## config.mk

```make
export PLATFORM = sky130hd
export DESIGN_NAME = iodelay_tap_ctrl
export DESIGN_NICKNAME = d
export VERILOG_FILES = /design/src/rtl/iodelay_ctrl_pkg.sv /design/src/rtl/bsg_counter_clear_up.sv /design/src/rtl/iodelay_tap_ctrl.sv
export SDC_FILE = /design/constraint.sdc
export NUM_CORES = 1
export LEC_CHECK = 0
export ABC_AREA = 0
export CORE_MARGIN = 3
export CORE_UTILIZATION = 52
export DETAILED_ROUTE_END_ITERATION = 16
export HOLD_SLACK_MARGIN = 0.03
export PLACE_DENSITY = 0.83
export SLEW_MARGIN = 30
export SYNTH_ARGS = -nofsm -noshare
export SYNTH_HDL_FRONTEND = slang
export SYNTH_SLANG_ARGS = --single-unit
```

## constraint.sdc

```tcl
create_clock -name clk_i -period 4.6 [get_ports clk_i]
set_input_delay 1.38 -clock clk_i [delete_from_list [all_inputs] [get_ports clk_i]]
set_output_delay 1.38 -clock clk_i [all_outputs]
set_load 0.01 [all_outputs]
```

## src/rtl/iodelay_ctrl_pkg.sv

```systemverilog
// Shared types for the IODELAY tap controller: FSM state encoding and a
// width helper that never returns zero.
package iodelay_ctrl_pkg;

  localparam int state_width_lp = 3;

  typedef enum logic [state_width_lp-1:0] {
    HOLD     = 3'd0,
    WAIT_RDY = 3'd1,
    INIT     = 3'd2,
    IDLE     = 3'd3,
    LOAD     = 3'd4
  } state_e;

  function automatic int safe_clog2(input int n);
    if (n > 1) begin
      return $clog2(n);
    end else begin
      return 1;
    end
  endfunction

endpackage

```

## src/rtl/bsg_counter_clear_up.sv

```systemverilog
// Up counter with synchronous clear; a clear together with up loads one.
// The owner is responsible for any saturation by gating up_i.
module bsg_counter_clear_up
  import iodelay_ctrl_pkg::*;
#(
  parameter  int max_val_p = 15,
  localparam int width_lp  = safe_clog2(max_val_p + 1)
) (
  input  logic                clk_i,
  input  logic                reset_i,
  input  logic                clear_i,
  input  logic                up_i,
  output logic [width_lp-1:0] count_o
);

  logic [width_lp-1:0] count_r;

  // count register: reset, clear-then-step, or plain step
  always_ff @(posedge clk_i) begin
    if (reset_i) begin
      count_r <= '0;
    end else if (clear_i) begin
      count_r <= width_lp'(up_i);
    end else begin
      count_r <= count_r + width_lp'(up_i);
    end
  end

  assign count_o = count_r;

endmodule

```

## src/rtl/iodelay_tap_ctrl.sv

```systemverilog
// IDELAYCTRL reset/ready sequencing plus shadowed VAR_LOAD tap updates for a
// bank of IDELAYE2 channels driven over one shared CNTVALUEIN bus.
module iodelay_tap_ctrl
  import iodelay_ctrl_pkg::*;
#(
  parameter  int channels_p        = 5,
  parameter  int tap_width_p       = 5,
  parameter  int init_tap_p        = 0,
  parameter  int rst_hold_cycles_p = 16,
  parameter  int rdy_timeout_p     = 1024,
  localparam int chan_width_lp     = safe_clog2(channels_p)
) (
  input  logic                              clk_i,
  input  logic                              reset_i,
  input  logic                              idelayctrl_rdy_i,
  output logic                              idelayctrl_rst_o,
  input  logic                              tap_v_i,
  input  logic [chan_width_lp-1:0]          tap_chan_i,
  input  logic [tap_width_p-1:0]            tap_val_i,
  output logic                              tap_ready_o,
  output logic [channels_p-1:0]             ld_o,
  output logic [tap_width_p-1:0]            cntvalue_o,
  output logic [channels_p*tap_width_p-1:0] taps_o,
  output logic                              ready_o,
  output logic                              timeout_o
);

  localparam int cnt_max_lp   = ((rst_hold_cycles_p > rdy_timeout_p) ?
                                 rst_hold_cycles_p : rdy_timeout_p) - 1;
  localparam int cnt_width_lp = safe_clog2(cnt_max_lp + 1);

  localparam logic [cnt_width_lp-1:0]  hold_last_lp    = cnt_width_lp'(rst_hold_cycles_p - 1);
  localparam logic [cnt_width_lp-1:0]  timeout_last_lp = cnt_width_lp'(rdy_timeout_p - 1);
  localparam logic [cnt_width_lp-1:0]  cnt_sat_lp      = cnt_width_lp'(cnt_max_lp);
  localparam logic [chan_width_lp-1:0] chan_last_lp    = chan_width_lp'(channels_p - 1);
  localparam logic [tap_width_p-1:0]   init_tap_lp     = tap_width_p'(init_tap_p);

  state_e                            state_r, state_n_s;
  logic [cnt_width_lp-1:0]           cnt_s;
  logic                              cnt_clear_s, cnt_up_s;
  logic [chan_width_lp-1:0]          chan_r, chan_n_s;
  logic [channels_p*tap_width_p-1:0] taps_r;
  logic                              tap_wr_s, timeout_set_s;
  logic [channels_p-1:0]             ld_n_s, ld_r;
  logic [tap_width_p-1:0]            cntval_n_s, cntval_r;
  logic                              rst_r, tap_ready_r, ready_r, timeout_r;

  // One counter times both HOLD and WAIT_RDY; it restarts on every state change
  // and stops at its top value instead of wrapping.
  assign cnt_clear_s = (state_n_s != state_r);
  assign cnt_up_s    = !cnt_clear_s && (cnt_s != cnt_sat_lp);

  bsg_counter_clear_up #(
    .max_val_p (cnt_max_lp)
  ) cycle_cnt (
    .clk_i   (clk_i),
    .reset_i (reset_i),
    .clear_i (cnt_clear_s),
    .up_i    (cnt_up_s),
    .count_o (cnt_s)
  );

  // next-state logic and the output values the next state will present
  always_comb begin
    state_n_s     = state_r;
    chan_n_s      = chan_r;
    tap_wr_s      = 1'b0;
    timeout_set_s = 1'b0;
    ld_n_s        = '0;
    cntval_n_s    = '0;
    case (state_r)
      HOLD: begin
        if (cnt_s == hold_last_lp) begin
          state_n_s = WAIT_RDY;
        end else begin
          state_n_s = HOLD;
        end
      end
      WAIT_RDY: begin
        if (idelayctrl_rdy_i) begin
          state_n_s = INIT;
          chan_n_s  = '0;
        end else if (cnt_s == timeout_last_lp) begin
          state_n_s     = HOLD;
          timeout_set_s = 1'b1;
        end else begin
          state_n_s = WAIT_RDY;
        end
      end
      INIT: begin
        if (chan_r == chan_last_lp) begin
          state_n_s = IDLE;
        end else begin
          chan_n_s = chan_r + chan_width_lp'(1);
        end
      end
      IDLE: begin
        // an RDY drop outranks a request arriving in the same cycle
        if (!idelayctrl_rdy_i) begin
          state_n_s = WAIT_RDY;
        end else if (tap_v_i && (tap_chan_i <= chan_last_lp)) begin
          state_n_s = LOAD;
          tap_wr_s  = 1'b1;
        end else begin
          state_n_s = IDLE;
        end
      end
      LOAD: begin
        if (idelayctrl_rdy_i) begin
          state_n_s = IDLE;
        end else begin
          state_n_s = WAIT_RDY;
        end
      end
      default: begin
        state_n_s = HOLD;
      end
    endcase

    if (state_n_s == INIT) begin
      ld_n_s[chan_n_s] = 1'b1;
      cntval_n_s       = taps_r[chan_n_s*tap_width_p +: tap_width_p];
    end else if (tap_wr_s) begin
      ld_n_s[tap_chan_i] = 1'b1;
      cntval_n_s         = tap_val_i;
    end else begin
      ld_n_s     = '0;
      cntval_n_s = '0;
    end
  end

  // state, shadow taps and all registered outputs
  always_ff @(posedge clk_i) begin
    if (reset_i) begin
      state_r     <= HOLD;
      chan_r      <= '0;
      taps_r      <= {channels_p{init_tap_lp}};
      ld_r        <= '0;
      cntval_r    <= '0;
      rst_r       <= 1'b1;
      tap_ready_r <= 1'b0;
      ready_r     <= 1'b0;
      timeout_r   <= 1'b0;
    end else begin
      state_r     <= state_n_s;
      chan_r      <= chan_n_s;
      if (tap_wr_s) begin
        taps_r[tap_chan_i*tap_width_p +: tap_width_p] <= tap_val_i;
      end
      ld_r        <= ld_n_s;
      cntval_r    <= cntval_n_s;
      rst_r       <= (state_n_s == HOLD);
      tap_ready_r <= (state_n_s == IDLE);
      ready_r     <= (state_n_s == IDLE);
      timeout_r   <= timeout_r | timeout_set_s;
    end
  end

  assign idelayctrl_rst_o = rst_r;
  assign tap_ready_o      = tap_ready_r;
  assign ready_o          = ready_r;
  assign ld_o             = ld_r;
  assign cntvalue_o       = cntval_r;
  assign taps_o           = taps_r;
  assign timeout_o        = timeout_r;

endmodule
```

==> summary.txt, run 1 <==
Layout
  • Area delta synth->final: 24.3%
  • Footprint of the multi-input gates: 1600 um2
  • # diodes: 0
  • Most frequent cells in the layout: 54 x dfxtp_1, 50 x clkdlybuf4s50_1, 34 x nand2_1, 31 x nor2_1, 23 x nand3_1
  • Fillcell total: 461
  • NumNets Final: 391
  • Reg area: 1080 um2
  • Commonest non-fill, non-tap cell in the layout: dfxtp_1
  • Utilization after layout: 0.675
  • Post-route cell area: 3470 um2
  • Final std cells w/o fill: 441
  • Layout cell share with drive strength beyond 1: 0.0782

Placement
  • Dpl hpwl: 5190 um
  • Routability Congestion: 0.834
  • Pre-CTS WS: 0.00403 ns
  • Post-Place Cell Area: 3330 um2
  • I/O Buffers: 50
  • Placed insts: 433

Timing
  • Worst hold slack: 0.472 ns
  • Slew Limit Headroom: 0.513
  • Final setup fails: 0
  • Final hold viol count: 0
  • Worst-margin pin slew: 0.727 ns
  • Slew Viols, Final: 0
  • Unrepaired setup endpoints after global routing: false
  • Fin Clk Skew: 0.00766 ns
  • Final setup TNS: 0 ns
  • Tcrit/Tclk final: 0.934
  • Final WS setup: 0.303 ns
  • Fmax: 0.233 GHz
  • Period minus WS final: 4.30 ns

Global routing
  • Remaining global-route overflow: 0
  • Pin count of the biggest net entering global routing: 35
  • Initial antenna violation count: 0
  • First-pass GRT wire length: 11700 um
  • Number of global-route vias before repair: 2479
  • Tot GR Track Use: 0.233

Floorplanning
  • # IOs: 51
  • Starting density of the core: 0.543
  • Die ar.: 6280 um2
  • Core box area: 5140 um2
  • Height of the chip: 79.3 um
  • # rows: 26
  • Die X: 79.3 um

Status
  • Run status: finished clean

Clocking
  • H-tree levels: 2
  • # hold bufs at CTS: 0
  • Num Clock Sinks: 54
  • CTS Buf Count: 5
  • CTS tree: yes
  • Post-cts gate resize count: 0
  • Post CTS Setup Buffer Count: 0
  • Worst-path clk slew: 0.10 ns
  • Worst-Skew Late Latency: 0.31 ns
  • Root buffer cell: clkbuf_8
  • CTS Buffer Depth: 2

Yosys
  • Mapped Nets: 345
  • Post-synth EDFFs: 0
  • Cell taking the most area after synthesis: dfxtp_1
  • Yosys cell types: 62
  • Sequential area share after synthesis: 0.387
  • Async SR Flop Fraction: 0
  • Mapped cell area: 2790 um2
  • Synth top area share: 0.387
  • Commonest register cell after synthesis: dfxtp_1
  • Top area cells in the synthesized netlist: dfxtp_1 39%, nand2_1 4.6%, mux2i_1 4.3%, nor2_1 4.2%, nand3_1 4.1%
  • Syn Area/Cell: 8.61 um2
  • Mapped Cells: 324
  • Synthesis-stage register bit count: 54
  • Ys Warns: 0

Setup path
  • Crit-path max FO: 5
  • CP startpoint: tap_chan_i[1]
  • Crit path to: cycle_cnt.count_o[8]$_SDFF_PP0_
  • R2R Path End: cycle_cnt.count_o[8]$_SDFF_PP0_
  • R2R depth: 12
  • R2R Setup Slk: 1.57 ns
  • Arr. time, crit path: 4.54 ns
  • CP required: 4.85 ns
  • FF-to-FF Start: state_r[0]$_SDFF_PP0_
  • CP Capture Type: flip-flop
  • Startpoint Class: primary input
  • Type of the worst setup path: primary input to flip-flop

Detailed routing
  • Post-DR wirelength/cell: 16.3 um
  • DR pass1 iterations: 5
  • Iter 0 DRT Violations: 199
  • Vias per inst: 5.99
  • Drc violations: 0
  • Total wire length: 7170 um
  • Post-route ant nets: 0
  • Via count: 2641

Flow run
  • Number of max-cap violations: 0

Hold path
  • Min-delay worst type: flip-flop to flip-flop

Power and ir drop
  • VDD IR max: 0.154 mV
  • Pwr dens: 258 nW/um2
  • Static Leak: 1.29 nW
  • PnR Total Power: 0.893 mW
## state kept, by name, indices dropped and copies added, names as in the netlist
name	flops
taps_o	25
cycle_cnt.count_o	10
cntvalue_o	5
ld_o	5
chan_r	3
state_r	3
idelayctrl_rst_o	1
ready_o	1
timeout_o	1
## final cells by class
| class | count | share of cell area |
|---|---|---|
| Clock buffer | 5 | 0.0198 |
| Tap cell | 70 | 0.0253 |
| Timing Repair Buffer | 54 | 0.153 |
| Multi-Input combinational cell | 247 | 0.462 |
| Inverter | 8 | 0.00866 |
| Sequential cell | 54 | 0.312 |
| Clock inverter | 3 | 0.0198 |
## worst max-delay path, stage by stage
cell and delay [ns]:
clkdlybuf4s50_1 0.49, inv_1 0.17, ha_1 0.18, inv_1 0.04, ha_1 0.19, nand2b_1 0.16, o221ai_1 0.25, nand2_1 0.10
mux2i_1 0.12, nor4_1 0.30, ha_1 0.28, ha_1 0.23, nand3_1 0.13, nor3_1 0.20, xor2_1 0.18, nand2_1 0.07
nor2_1 0.07
## how the worst min path moves through the flow
stage | start | to | slack, ns | cells after the start
2_1_floorplan | taps_o[12]$_SDFFE_PP0P_ | taps_o[12]$_SDFFE_PP0P_ | 0.48 | 2
3_3_place_gp | taps_o[15]$_SDFFE_PP0P_ | taps_o[15]$_SDFFE_PP0P_ | 0.45 | 2
3_5_place_dp | taps_o[10]$_SDFFE_PP0P_ | taps_o[10]$_SDFFE_PP0P_ | 0.46 | 2
4_1_cts | taps_o[10]$_SDFFE_PP0P_ | taps_o[10]$_SDFFE_PP0P_ | 0.47 | 2
5_1_grt | taps_o[10]$_SDFFE_PP0P_ | taps_o[10]$_SDFFE_PP0P_ | 0.49 | 2
6_report | taps_o[10]$_SDFFE_PP0P_ | taps_o[10]$_SDFFE_PP0P_ | 0.47 | 2
## power by group
group / total, mW / switching [mW] / internal, mW / leakage [nW]
clock network: 0.375 / 0.157 / 0.218 / 0.0683
registers: 0.471 / 0.00214 / 0.469 / 0.435
logic: 0.0468 / 0.0289 / 0.0179 / 0.789
total: 0.893 / 0.188 / 0.705 / 1.29
## kinds of logic after synthesis
kind of cell    after synthesis  share of synthesized area
mux                          14                     0.0511
compound gates               60                      0.152
simple gates                155                      0.300
buf+inv                      23                     0.0390
fa+ha+maj                     9                     0.0404
xor+xnor                      9                     0.0309
flops                        54                      0.387
## routing by layer
metal / global-route usage / up-vias / share of wire
met5: 0 / - / 0
met4: 0.0636 / 0 / 0.0098
met3: 0.0351 / 10 / 0.054
met2: 0.397 / 93 / 0.49
met1: 0.306 / 1266 / 0.45
li1: - / 1272 / -
## synthesized netlist by cell type, types with 3 or more instances
master	count
dfxtp_1	54
nand2_1	34
nor2_1	31
nand3_1	23
a21oi_1	22
mux2i_1	12
nand4_1	12
and2_1	10
ha_1	9
inv_1	8
and3_1	7
clkbuf_1	7
nor3_1	7
a211oi_1	6
xnor2_1	6
a41oi_1	5
nor3b_1	5
and3_2	4
buf_2	3
buf_4	3
nor2b_1	3
o21ai_0	3
o31ai_1	3
No activity file was read; power rests on OpenSTA's default activity.
==> run 2, diff against run 1 <==
- CAP_MARGIN: unset -> 10
- CTS_CLUSTER_SIZE: unset -> 12
==> results of run 2 <==
Same layout as run 1: the final DEF is identical, and so are final timing and power.
==> run 3, diff against run 2 <==
- PLACE_DENSITY: 0.83 -> 0.79
==> run 3 against run 2 <==
First-iteration DRC count grew 55%. Utilization is 1.1 points lower. Clock skew fell by 0.0042 ns. Sequential cell count unchanged. Design area shrank 1.7%. Fmax rose by 3.9%. Clock power is 30% lower. Via count shrank 2.0%.
==> summary.txt, run 3 (synthesis gave the netlist of run 1 again) <==
Placement
  • Routability Congestion: 0.867
  • Post-Place Cell Area: 3320 um2
  • Dpl hpwl: 5260 um
  • I/O Buffers: 50
  • Pre-CTS WS: 0.147 ns
  • Placed insts: 432

Setup path
  • Crit-path max FO: 5
  • Type of the worst setup path: primary input to flip-flop
  • R2R Setup Slk: 1.68 ns
  • Arr. time, crit path: 4.38 ns
  • FF-to-FF Start: state_r[0]$_SDFF_PP0_
  • CP Capture Type: flip-flop
  • R2R depth: 12
  • Startpoint Class: primary input
  • CP required: 4.85 ns
  • R2R Path End: cycle_cnt.count_o[8]$_SDFF_PP0_

Timing
  • Final setup TNS: 0 ns
  • Slew Viols, Final: 0
  • Final setup fails: 0
  • Slew Limit Headroom: 0.365
  • Worst hold slack: 0.488 ns
  • Period minus WS final: 4.14 ns
  • Worst-margin pin slew: 0.950 ns
  • Fmax: 0.242 GHz
  • Tcrit/Tclk final: 0.899
  • Fin Clk Skew: 0.00342 ns
  • Unrepaired setup endpoints after global routing: false
  • Final hold viol count: 0
  • Final WS setup: 0.465 ns

Detailed routing
  • Post-route ant nets: 0
  • Total wire length: 7010 um
  • Post-DR wirelength/cell: 16.0 um
  • Iter 0 DRT Violations: 308
  • DR pass1 iterations: 4
  • Via count: 2589
  • Drc violations: 0
  • Vias per inst: 5.91

Floorplanning
  • Starting density of the core: 0.543
  • # IOs: 51
  • Height of the chip: 79.3 um
  • # rows: 26
  • Die X: 79.3 um
  • Core box area: 5140 um2
  • Die ar.: 6280 um2

Clocking
  • Post-cts gate resize count: 0
  • # hold bufs at CTS: 0
  • Root buffer cell: clkbuf_8
  • H-tree levels: 2
  • Num Clock Sinks: 54
  • CTS Buf Count: 5
  • Post CTS Setup Buffer Count: 0
  • CTS Buffer Depth: 2
  • Worst-Skew Late Latency: 0.30 ns
  • Worst-path clk slew: 0.09 ns
  • CTS tree: yes

Hold path
  • Cell depth of the worst hold path: 2
  • Min-delay worst type: flip-flop to flip-flop
  • Hold path endpoint: taps_o[12]$_SDFFE_PP0P_
  • Hold path startpoint: taps_o[12]$_SDFFE_PP0P_

Power and ir drop
  • Internal Power: 0.603 mW
  • PnR Total Power: 0.779 mW
  • Clock Power Share: 0.336
  • Static Leak: 1.26 nW
  • Pwr dens: 229 nW/um2
  • Net switching power: 0.176 mW
  • VDD IR max: 0.148 mV
  • Switching part of the total: 0.226
  • Seq pwr share: 0.605
  • Combinational Power Share: 0.059

Layout
  • Footprint of the multi-input gates: 1610 um2
  • Most frequent cells in the layout: 54 x dfxtp_1, 50 x clkdlybuf4s50_1, 34 x nand2_1, 31 x nor2_1, 23 x nand3_1
  • Post-route cell area: 3410 um2
  • Fillcell total: 444
  • Layout cell share with drive strength beyond 1: 0.0734
  • Final std cells w/o fill: 438
  • Utilization after layout: 0.663
  • # diodes: 0
  • Reg area: 1080 um2
  • NumNets Final: 390
  • Largest register FFs: 25
  • Commonest non-fill, non-tap cell in the layout: dfxtp_1
  • Area delta synth->final: 22.2%

Global routing
  • Pin count of the biggest net entering global routing: 25
  • Remaining global-route overflow: 0
  • Tot GR Track Use: 0.228
  • First-pass GRT wire length: 11400 um
  • Number of global-route vias before repair: 2323
  • Initial antenna violation count: 0

Status
  • Run status: finished clean

Flow run
  • Number of max-cap violations: 0
[run 3: worst max-delay path by stage]
stage          slack, ns                         endpoint     startpoint  cells past startpoint
2_1_floorplan       0.72  cycle_cnt.count_o[8]$_SDFF_PP0_  tap_chan_i[0]                     17
3_3_place_gp        0.28  cycle_cnt.count_o[8]$_SDFF_PP0_  tap_chan_i[1]                     17
3_5_place_dp        0.15  cycle_cnt.count_o[8]$_SDFF_PP0_  tap_chan_i[1]                     17
4_1_cts             0.46  cycle_cnt.count_o[8]$_SDFF_PP0_  tap_chan_i[1]                     17
5_1_grt             0.04  cycle_cnt.count_o[8]$_SDFF_PP0_  tap_chan_i[1]                     17
6_report            0.46  cycle_cnt.count_o[8]$_SDFF_PP0_  tap_chan_i[1]                     17
[run 3: power groups by stage]
stage / clock (mW) / sequential [mW] / combinational [mW]
floorplan: 0 / 0.482 / 0.0228
global placement: 0 / 0.482 / 0.0444
detailed placement: 0 / 0.482 / 0.0447
CTS: 0.267 / 0.471 / 0.0447
global route: 0.285 / 0.472 / 0.0499
finish: 0.262 / 0.471 / 0.0460
[run 3: final cells by class]
class,instances,area share
repair buffers,53,0.153
well taps,70,0.0257
flip-flops and latches,54,0.317
inverters,8,0.00881
clock buffers,6,0.0242
multi-input cells,247,0.471
[run 3: layer usage]
layer	part of all wire	track usage	routed length [um]	vias up
li1	-	-	-	1271
met2	0.46	0.353	3200	109
met5	0	0	0	-
met3	0.073	0.0442	512	7
met4	0.0086	0.0653	60	0
met1	0.46	0.323	3240	1202
[run 3: worst max-delay path, cell delays in order]
cell	delay (ns)
clkdlybuf4s50_1	0.49
inv_1	0.15
ha_1	0.16
inv_1	0.04
ha_1	0.17
nand2b_1	0.16
o221ai_1	0.26
nand2_1	0.12
mux2i_1	0.13
nor4_1	0.23
ha_1	0.25
ha_1	0.21
nand3_1	0.12
nor3_1	0.19
xor2_1	0.16
nand2_1	0.06
nor2_1	0.09
